==> src/rtl/endian_swapper_param.sv <==
// Inline Avalon-ST byte-order converter: swaps bytes within aligned groups using a
// per-packet latched config, with a registered-ready skid buffer and CSR counters.
module endian_swapper_param #(
  parameter int DATA_BYTES  = 8,
  parameter int COUNT_WIDTH = 32
) (
  input  logic                          clk,
  input  logic                          reset,
  input  logic [DATA_BYTES*8-1:0]       stream_in_data,
  input  logic [$clog2(DATA_BYTES)-1:0] stream_in_empty,
  input  logic                          stream_in_valid,
  input  logic                          stream_in_startofpacket,
  input  logic                          stream_in_endofpacket,
  output logic                          stream_in_ready,
  output logic [DATA_BYTES*8-1:0]       stream_out_data,
  output logic [$clog2(DATA_BYTES)-1:0] stream_out_empty,
  output logic                          stream_out_valid,
  output logic                          stream_out_startofpacket,
  output logic                          stream_out_endofpacket,
  input  logic                          stream_out_ready,
  input  logic [2:0]                    csr_address,
  input  logic                          csr_read,
  input  logic                          csr_write,
  input  logic [31:0]                   csr_writedata,
  output logic [31:0]                   csr_readdata,
  output logic                          csr_readdatavalid,
  output logic                          csr_waitrequest
);

  localparam int DW = DATA_BYTES * 8;
  localparam int EW = $clog2(DATA_BYTES);

  typedef struct packed {
    logic [DW-1:0] data;
    logic [EW-1:0] empty;
    logic          sop;
    logic          eop;
  } beat_t;

  logic [4:0]             ctrl_q, cfg_q, cfg_d, eff_cfg;
  logic                   in_packet_q, in_packet_d;
  logic                   in_fire, err_evt, csr_wr_en, clear;
  logic [EW-1:0]          mask;
  logic [DW-1:0]          swapped;
  logic [7:0]             in_bytes [DATA_BYTES];
  beat_t                  in_beat, out_q, out_d, skid_q, skid_d;
  logic                   out_valid_q, out_valid_d, skid_valid_q, skid_valid_d, in_ready_q;
  logic [COUNT_WIDTH-1:0] pkt_q, pkt_d, beat_q, beat_d, err_q, err_d;
  logic [31:0]            csr_readdata_q, rd_mux;
  logic                   csr_readdatavalid_q;
  logic                   unused_wdata;

  // Bit b of the XOR mask is set when the group size exceeds 2^b; gran beyond
  // the beat width saturates to a full-beat reversal.
  function automatic logic [EW-1:0] swap_mask(input logic [4:0] cfg);
    logic [EW-1:0] m;
    m = '0;
    for (int b = 0; b < EW; b++) begin
      if (cfg[0] && (int'(cfg[4:1]) > b)) m[b] = 1'b1;
    end
    return m;
  endfunction

  function automatic logic [COUNT_WIDTH-1:0] sat_inc(input logic [COUNT_WIDTH-1:0] v);
    return (v == '1) ? v : v + COUNT_WIDTH'(1);
  endfunction

  assign in_fire   = stream_in_valid & in_ready_q;
  assign eff_cfg   = (in_packet_q && !stream_in_startofpacket) ? cfg_q : ctrl_q;
  assign mask      = swap_mask(eff_cfg);
  assign csr_wr_en = csr_write & ~csr_read;
  assign clear     = csr_wr_en && (csr_address == 3'd4);
  assign err_evt   = in_fire && (stream_in_startofpacket == in_packet_q);
  assign unused_wdata = ^csr_writedata[31:5];

  // Reversing within an aligned power-of-two group is an XOR of the byte index.
  for (genvar gi = 0; gi < DATA_BYTES; gi++) begin : g_bytes
    localparam logic [EW-1:0] IDX = EW'(gi);
    assign in_bytes[gi]         = stream_in_data[gi*8 +: 8];
    assign swapped[gi*8 +: 8]   = in_bytes[IDX ^ mask];
  end

  assign in_beat = '{data: swapped, empty: stream_in_empty,
                     sop: stream_in_startofpacket, eop: stream_in_endofpacket};

  always_comb begin
    out_d        = out_q;
    out_valid_d  = out_valid_q;
    skid_d       = skid_q;
    skid_valid_d = skid_valid_q;
    if (!out_valid_q || stream_out_ready) begin
      if (skid_valid_q) begin
        out_d        = skid_q;
        out_valid_d  = 1'b1;
        skid_valid_d = in_fire;
        if (in_fire) skid_d = in_beat;
      end else begin
        out_valid_d = in_fire;
        if (in_fire) out_d = in_beat;
      end
    end else if (in_fire) begin
      skid_d       = in_beat;
      skid_valid_d = 1'b1;
    end
  end

  always_comb begin
    cfg_d       = cfg_q;
    in_packet_d = in_packet_q;
    if (in_fire) begin
      if (stream_in_startofpacket) begin
        cfg_d       = ctrl_q;
        in_packet_d = ~stream_in_endofpacket;
      end else if (stream_in_endofpacket) begin
        in_packet_d = 1'b0;
      end
    end
    pkt_d  = pkt_q;
    beat_d = beat_q;
    err_d  = err_q;
    if (clear) begin
      pkt_d  = '0;
      beat_d = '0;
      err_d  = '0;
    end else begin
      if (in_fire && stream_in_endofpacket) pkt_d = sat_inc(pkt_q);
      if (in_fire)                          beat_d = sat_inc(beat_q);
      if (err_evt)                          err_d = sat_inc(err_q);
    end
  end

  always_comb begin
    rd_mux = '0;
    case (csr_address)
      3'd0:    rd_mux = {27'd0, ctrl_q};
      3'd1:    rd_mux = 32'(pkt_q);
      3'd2:    rd_mux = 32'(beat_q);
      3'd3:    rd_mux = 32'(err_q);
      default: rd_mux = '0;
    endcase
  end

  always_ff @(posedge clk) begin
    if (reset) begin
      out_q               <= '0;
      out_valid_q         <= 1'b0;
      skid_q              <= '0;
      skid_valid_q        <= 1'b0;
      in_ready_q          <= 1'b0;
      ctrl_q              <= '0;
      cfg_q               <= '0;
      in_packet_q         <= 1'b0;
      pkt_q               <= '0;
      beat_q              <= '0;
      err_q               <= '0;
      csr_readdata_q      <= '0;
      csr_readdatavalid_q <= 1'b0;
    end else begin
      out_q               <= out_d;
      out_valid_q         <= out_valid_d;
      skid_q              <= skid_d;
      skid_valid_q        <= skid_valid_d;
      in_ready_q          <= ~skid_valid_d;
      cfg_q               <= cfg_d;
      in_packet_q         <= in_packet_d;
      pkt_q               <= pkt_d;
      beat_q              <= beat_d;
      err_q               <= err_d;
      csr_readdatavalid_q <= csr_read;
      if (csr_read) csr_readdata_q <= rd_mux;
      if (csr_wr_en && (csr_address == 3'd0)) ctrl_q <= csr_writedata[4:0];
    end
  end

  assign stream_in_ready          = in_ready_q;
  assign stream_out_data          = out_q.data;
  assign stream_out_empty         = out_q.empty;
  assign stream_out_startofpacket = out_q.sop;
  assign stream_out_endofpacket   = out_q.eop;
  assign stream_out_valid         = out_valid_q;
  assign csr_readdata             = csr_readdata_q;
  assign csr_readdatavalid        = csr_readdatavalid_q;
  assign csr_waitrequest          = reset;

endmodule

==> config.mk <==
export PLATFORM = sky130hd
export DESIGN_NAME = endian_swapper_param
export DESIGN_NICKNAME = d
export VERILOG_FILES = /design/src/rtl/endian_swapper_param.sv
export SDC_FILE = /design/constraint.sdc
export NUM_CORES = 1
export LEC_CHECK = 0
export BUFFER_PORTS_ARGS = -buffer_cell sky130_fd_sc_hd__buf_2
export CORE_ASPECT_RATIO = 1.5
export CORE_MARGIN = 2
export CORE_UTILIZATION = 58
export DETAILED_ROUTE_END_ITERATION = 16
export GPL_TIMING_DRIVEN = 0
export HOLD_SLACK_MARGIN = 0.06
export PLACE_DENSITY_LB_ADDON = 0.15
export SLEW_MARGIN = 15
export SYNTH_ARGS = -nofsm -noshare
export SYNTH_HDL_FRONTEND = slang
export SYNTH_SLANG_ARGS = --single-unit
==> constraint.sdc <==
create_clock -name clk -period 2.8 [get_ports clk]
set_input_delay 0.28 -clock clk [delete_from_list [all_inputs] [get_ports clk]]
set_output_delay 0.28 -clock clk [all_outputs]
set_load 0.01 [all_outputs]
# After elaboration in Yosys (flattened, before gate mapping)
# Cells that the tools add are included.
# W data, S select, Z words.
[word_totals]
register_bits = 281
inputBits = 110
out_inout_bits = 105
wordCells = 126
[classes]
n_addsub = 3
order_cmp = 11
n_eq_ne = 9
muxes = 40
bitwise = 23
reduce_logical = 21
[op_table]
columns = ["operator", "n"]
rows = [
  ["$mux W69", 5],
  ["$bmux W8 S3", 8],
  ["$mux W8", 16],
  ["$pmux W32 S4", 1],
  ["$add A32 B1 Y32 const B", 3],
  ["$eq A32 B32 Y1 const B", 3],
  ["$ge A4 B4 Y1 const B", 8],
  ["$not A3 Y4", 8],
  ["$reduce_and A2 Y1", 6],
  ["$mux W1", 9],
  ["$not A1 Y1", 9],
  ["$gt A4 B1 Y1 const B", 2],
  ["$logic_and A1 B1 Y1", 8],
  ["$eq A3 B2 Y1 const B", 2],
  ["$not A2 Y2", 3],
  ["$mux W5", 1],
  ["$gt A4 B2 Y1 const B", 1],
  ["$reduce_bool A2 Y1", 2],
  ["$eq A3 B1 Y1 const B", 1],
  ["$eq A3 B3 Y1 const B", 1],
  ["$logic_not A3 Y1", 1],
  ["$not A3 Y3", 1],
  ["$and A1 B1 Y1", 2],
  ["$logic_not A1 Y1", 2],
  ["4 further kinds", 4],
]

# Longest topological paths before layout
[logic_depth]
word_depth = 14
mapped_depth = 11
mapped_depth_nobuf = 7

# Worst setup path after synthesis
# No wires, ideal clock.
[synth_timing]
kind = "input -> register"
start = "input stream_in_startofpacket"
end = "register err_q[31]"
setup_ns = 0.070
t_arrival_ns = 2.081
required_time_ns = 2.730
setup_slack_ns = 0.649
stages = 9
n_path_buf = 2
cell_sequence = "inv_1 > ha_1 > and3_1 > clkbuf_1 > and4_1 > buf_2 > o2111ai_1 > or3_1 > a21oi_1"
[synth_via]
elab_chain_cells = 3
[synth_rtl]
columns = ["item", "line_no", "text"]
rows = [
  ["start: declaration", "12", "input logic stream_in_startofpacket,"],
  ["$eq A1 B1 Y1", "73", "assign err_evt = in_fire && (stream_in_startofpacket == in_packet_q);"],
  ["$logic_and A1 B1 Y1", "73", ""],
  ["$reduce_and A2 Y1 (no line)", "-", ""],
  ["end signal: assignment", "168", "err_q <= err_d;"],
  ["end: declaration", "48", "logic [COUNT_WIDTH-1:0] pkt_q, pkt_d, beat_q, beat_d, err_q, err_d;"],
]
# No other way between the ends.
# A chain may end at the register's enable or synchronous reset.

# Worst setup path in the final report
[layout_timing]
start = "register in_ready_q, in the netlist stream_in_ready"
end = "register out_q, in the netlist stream_out_data[23]"
[layout_via]
elab_chain_cells = 3
[layout_rtl]
columns = ["item", "line_no", "text"]
rows = [
  ["start: declaration", "47", "logic out_valid_q, out_valid_d, skid_valid_q, skid_valid_d, in_ready_q;"],
  ["start signal: assignment", "163", "in_ready_q <= ~skid_valid_d;"],
  ["$and A1 B1 Y1", "68", "assign in_fire = stream_in_valid & in_ready_q;"],
  ["$reduce_bool A2 Y1 (no line)", "-", ""],
  ["$reduce_and A2 Y1 (no line)", "-", ""],
  ["end signal: assignment", "159", "out_q <= out_d;"],
  ["end: declaration", "46", "beat_t in_beat, out_q, out_d, skid_q, skid_d;"],
]
# No other way between the ends.

==> flow_summary.ini <==
[placement]
routabilityCongestion = 1.02
dpl_worst_slack_ps = -343
hpwl_mm = 43.8
place.port_buffers = 184

[detailed_routing]
wl_met3_mm = 4.42
wl_met1_mm = 20.1
topRoutingLayerUsed = met5
detail_route.drc_violations = 0
detailroute.via_count = 16300
drt_pre_antenna_iters = 6
route.met2.wl_mm = 27.4
drt-vias-per-instance = 6.76
ant_nets = 0
routed_wire_length_per_instance_um = 24.0
drt-initial-drc-count = 1417
drt_total_wl_mm = 57.9

[yosys]
mapped_cell_area_mm2 = 0.0148
area_share_of_the_leading_cell_type_in_the_synthesized_netlist_pct = 38.0
netlist_top_cells_area = sky130_fd_sc_hd__dfxtp_1 38%, sky130_fd_sc_hd__o21ai_0 6.5%, sky130_fd_sc_hd__nand3_1 5.9%, sky130_fd_sc_hd__a21oi_1 5.7%, sky130_fd_sc_hd__clkbuf_1 3.2%
postSynthNetCount = 1957
synth.cells.most_frequent = 281 x sky130_fd_sc_hd__dfxtp_1, 192 x sky130_fd_sc_hd__o21ai_0, 176 x sky130_fd_sc_hd__nand3_1
syn-mean-instance-area_um2 = 8.04
synth-seq-area-share_pct = 38.0
synth-edff-count = 0
ys.flop_type = sky130_fd_sc_hd__dfxtp_1
netlist.top_cell.by_area = sky130_fd_sc_hd__dfxtp_1
yosysUniqueCellTypes = 60
synth_most_common_cell = sky130_fd_sc_hd__dfxtp_1
flops_latches_synth = 281
synth_cells = 1843
synth.yosys.warnings = 0
synth_async_sr_flop_share_pct = 0

[critical_path]
required_ps = 3240
critPathSlowestCell = sky130_fd_sc_hd__clkbuf_1
peak_fanout_along_the_critical_path = 10
timing.critical_path.cells = and2_1, clkbuf_2, o21ai_1, clkbuf_1, clkbuf_1, nor3_1, a31oi_1, o21ai_1
critPathArrivalTime_ps = 3190
setup.reg_to_reg.worst_slack_ps = 50
worst_setup_path_end_kind = flip-flop
timing_worst_setup_path_type = reg2reg
cp-start-kind = flip-flop
slowest_delay_ps = 650

[floorplan]
core-area_mm2 = 0.0251
io-pin-count = 215
dieArea_mm2 = 0.0269
die_w_um = 134
dieHeight_um = 200
starting_density_of_the_core_pct = 58.9
num_rows = 71

[timing]
final_worst_setup_slack_ps = 51.7
rsz0062_at_grt = true
skew_ps = 16.8
timing_worst_slew_pin_value_ps = 920
fmaxAchievable_mhz = 364
hold_violation_total_from_the_final_report = 0
setup_total_negative_slack_ps = 0
timing.hold.ws_ps = 92.1
timing.slew.headroom_pct = 38.7
timing_max_transition_violations_final = 0
final_setup_violation_count = 0
tcrit_tclk_final_pct = 98.2
fin_crit_ps = 2750

[worst_hold_path]
holdCritPathClass = in2reg

[final_layout]
fill_cells = 2143
area.growth.synth_to_final_pct = 15.9
final_core_util_pct = 68.3
nNetsFinal = 2180
ratio_of_cells_with_drive_above_1_in_the_final_layout_pct = 15.8

[power_and_ir_drop]
post_route_total_power_mw = 8.74
power_density_mw_per_mm2 = 509
vdd_ir_drop_max_uv = 528
cellLeakagePower_nw = 6.13

[clocking]
path_clk_slew_ps = 70
clkLatencyLatePin_ps = 560
tritoncts_clock_tree = yes
clock_sinks = 281
clock-root-buffer = sky130_fd_sc_hd__clkbuf_16
numCtsBuffers = 27
ctsHtreeMaxLevel = 1
clockBufferDepth = 3

[global_route]
grtUsageTotal_pct = 41.9
maximum_number_of_pins_on_one_net_before_global_route_repair = 16
grt_first_pass_wirelength_mm = 86.5
gr-total-overflow = 0
grt_antenna_before_repair = 2
grt_pass1_vias = 15200

[flow_run]
max-cap-violations = 0

[status]
result_of_the_run = complete, no violations
==> through the flow <==
stage,std cells,cell area [um^2]
after floorplan,1843,14800
after CTS,2415,17100
after global routing,2414,17200
final,2415,17200
after global placement,2355,16100
after detailed placement,2355,16100
==> final cells by class <==
class | instances | area (um^2) | area share [%]
multi-input cells | 1371 | 8420 | 49.0
flip-flops and latches | 281 | 5630 | 32.8
repair buffers | 195 | 1030 | 5.99
clock buffers | 38 | 767 | 4.47
plain buffers | 173 | 729 | 4.25
well taps | 328 | 410 | 2.39
clock inverters | 11 | 119 | 0.693
inverters | 17 | 63.8 | 0.372
diodes | 1 | 2.50 | 0.0146
==> worst max-delay path, delay by kind of cell, from the launching register on <==
family          cells  cell delay (ps)
flops               1              390
simple gates        2              310
compound gates      3              650
buf+inv             3             1270
==> layout by cell type (no fill, tap or decap), drive strengths merged, types with 16 or more instances in the layout <==
cell type	n
a22o	27
buf	230
o21ai	207
inv	17
nand2	109
a211oi	57
or3	42
clkbuf	166
nand4	33
mux2	26
mux2i	17
nor3	45
o221ai	32
o211ai	26
a21oi	168
nor2b	38
and4	19
o41ai	28
a311oi	25
dfxtp	281
or4	23
a31oi	40
nand3	176
and3	16
nor2	113
==> timing repair <==
| item | 4_1_cts | 5_1_grt |
|---|---|---|
| buffers inserted | 1 | 0 |
| hold endpoints to repair | 10 | 0 |
| hold buffers | 10 | 0 |
| setup endpoints to repair | 49 | 78 |
| resized for setup | 2 | 10 |
==> routing by layer <==
metal  vias up  global-route usage [%]
li1       7479                       -
met1      7659                    45.0
met2       875                    71.0
met3       301                    6.62
met4         2                    37.2
met5         -                       0
==> report_power, final <==
group	switching (mW)	leakage (nW)	internal [mW]
Combinational	0.626	3.42	0.261
Clock	1.62	0.437	2.10
Sequential	0.0555	2.27	4.08
==> sequential cells by signal, indices dropped and copies added, names as in the netlist <==
| register | count |
|---|---|
| stream_out_endofpacket | 1 |
| stream_out_empty | 3 |
| skid_valid_q | 1 |
| stream_out_data | 64 |
| csr_readdata | 32 |
| cfg_q | 5 |
| stream_in_ready | 1 |
| csr_readdatavalid | 1 |
| pkt_q | 32 |
| stream_out_startofpacket | 1 |
| skid_q | 69 |
| ctrl_q | 5 |
| in_packet_q | 1 |
| err_q | 32 |
| beat_q | 32 |
| stream_out_valid | 1 |
==> path summary, 6_finish.rpt <==
kind | cells past startpoint | from | endpoint
max | 8 | stream_in_ready | stream_out_data[23]
min reg2reg | 2 | skid_q[46] | skid_q[46]
min | 3 | stream_in_startofpacket | in_packet_q
max reg2reg | 8 | stream_in_ready | stream_out_data[23]
==> cells by family (layout without fill, tap and decap cells) <==
kind of cell             after synthesis  count (layout)  synth area share, %
AND/OR/NAND/NOR                      641             641                 22.4
buffers and inverters                191             434                 5.35
XOR/XNOR                              19              19                 1.12
AO/OA/AOI/OAI                        659             659                 28.9
flip-flops                           281             281                 38.0
multiplexers                          48              48                 3.89
adder cells (fa/ha/maj)                4               4                0.338
other                                  0               1                    0
(Power assumes the default switching activity.)
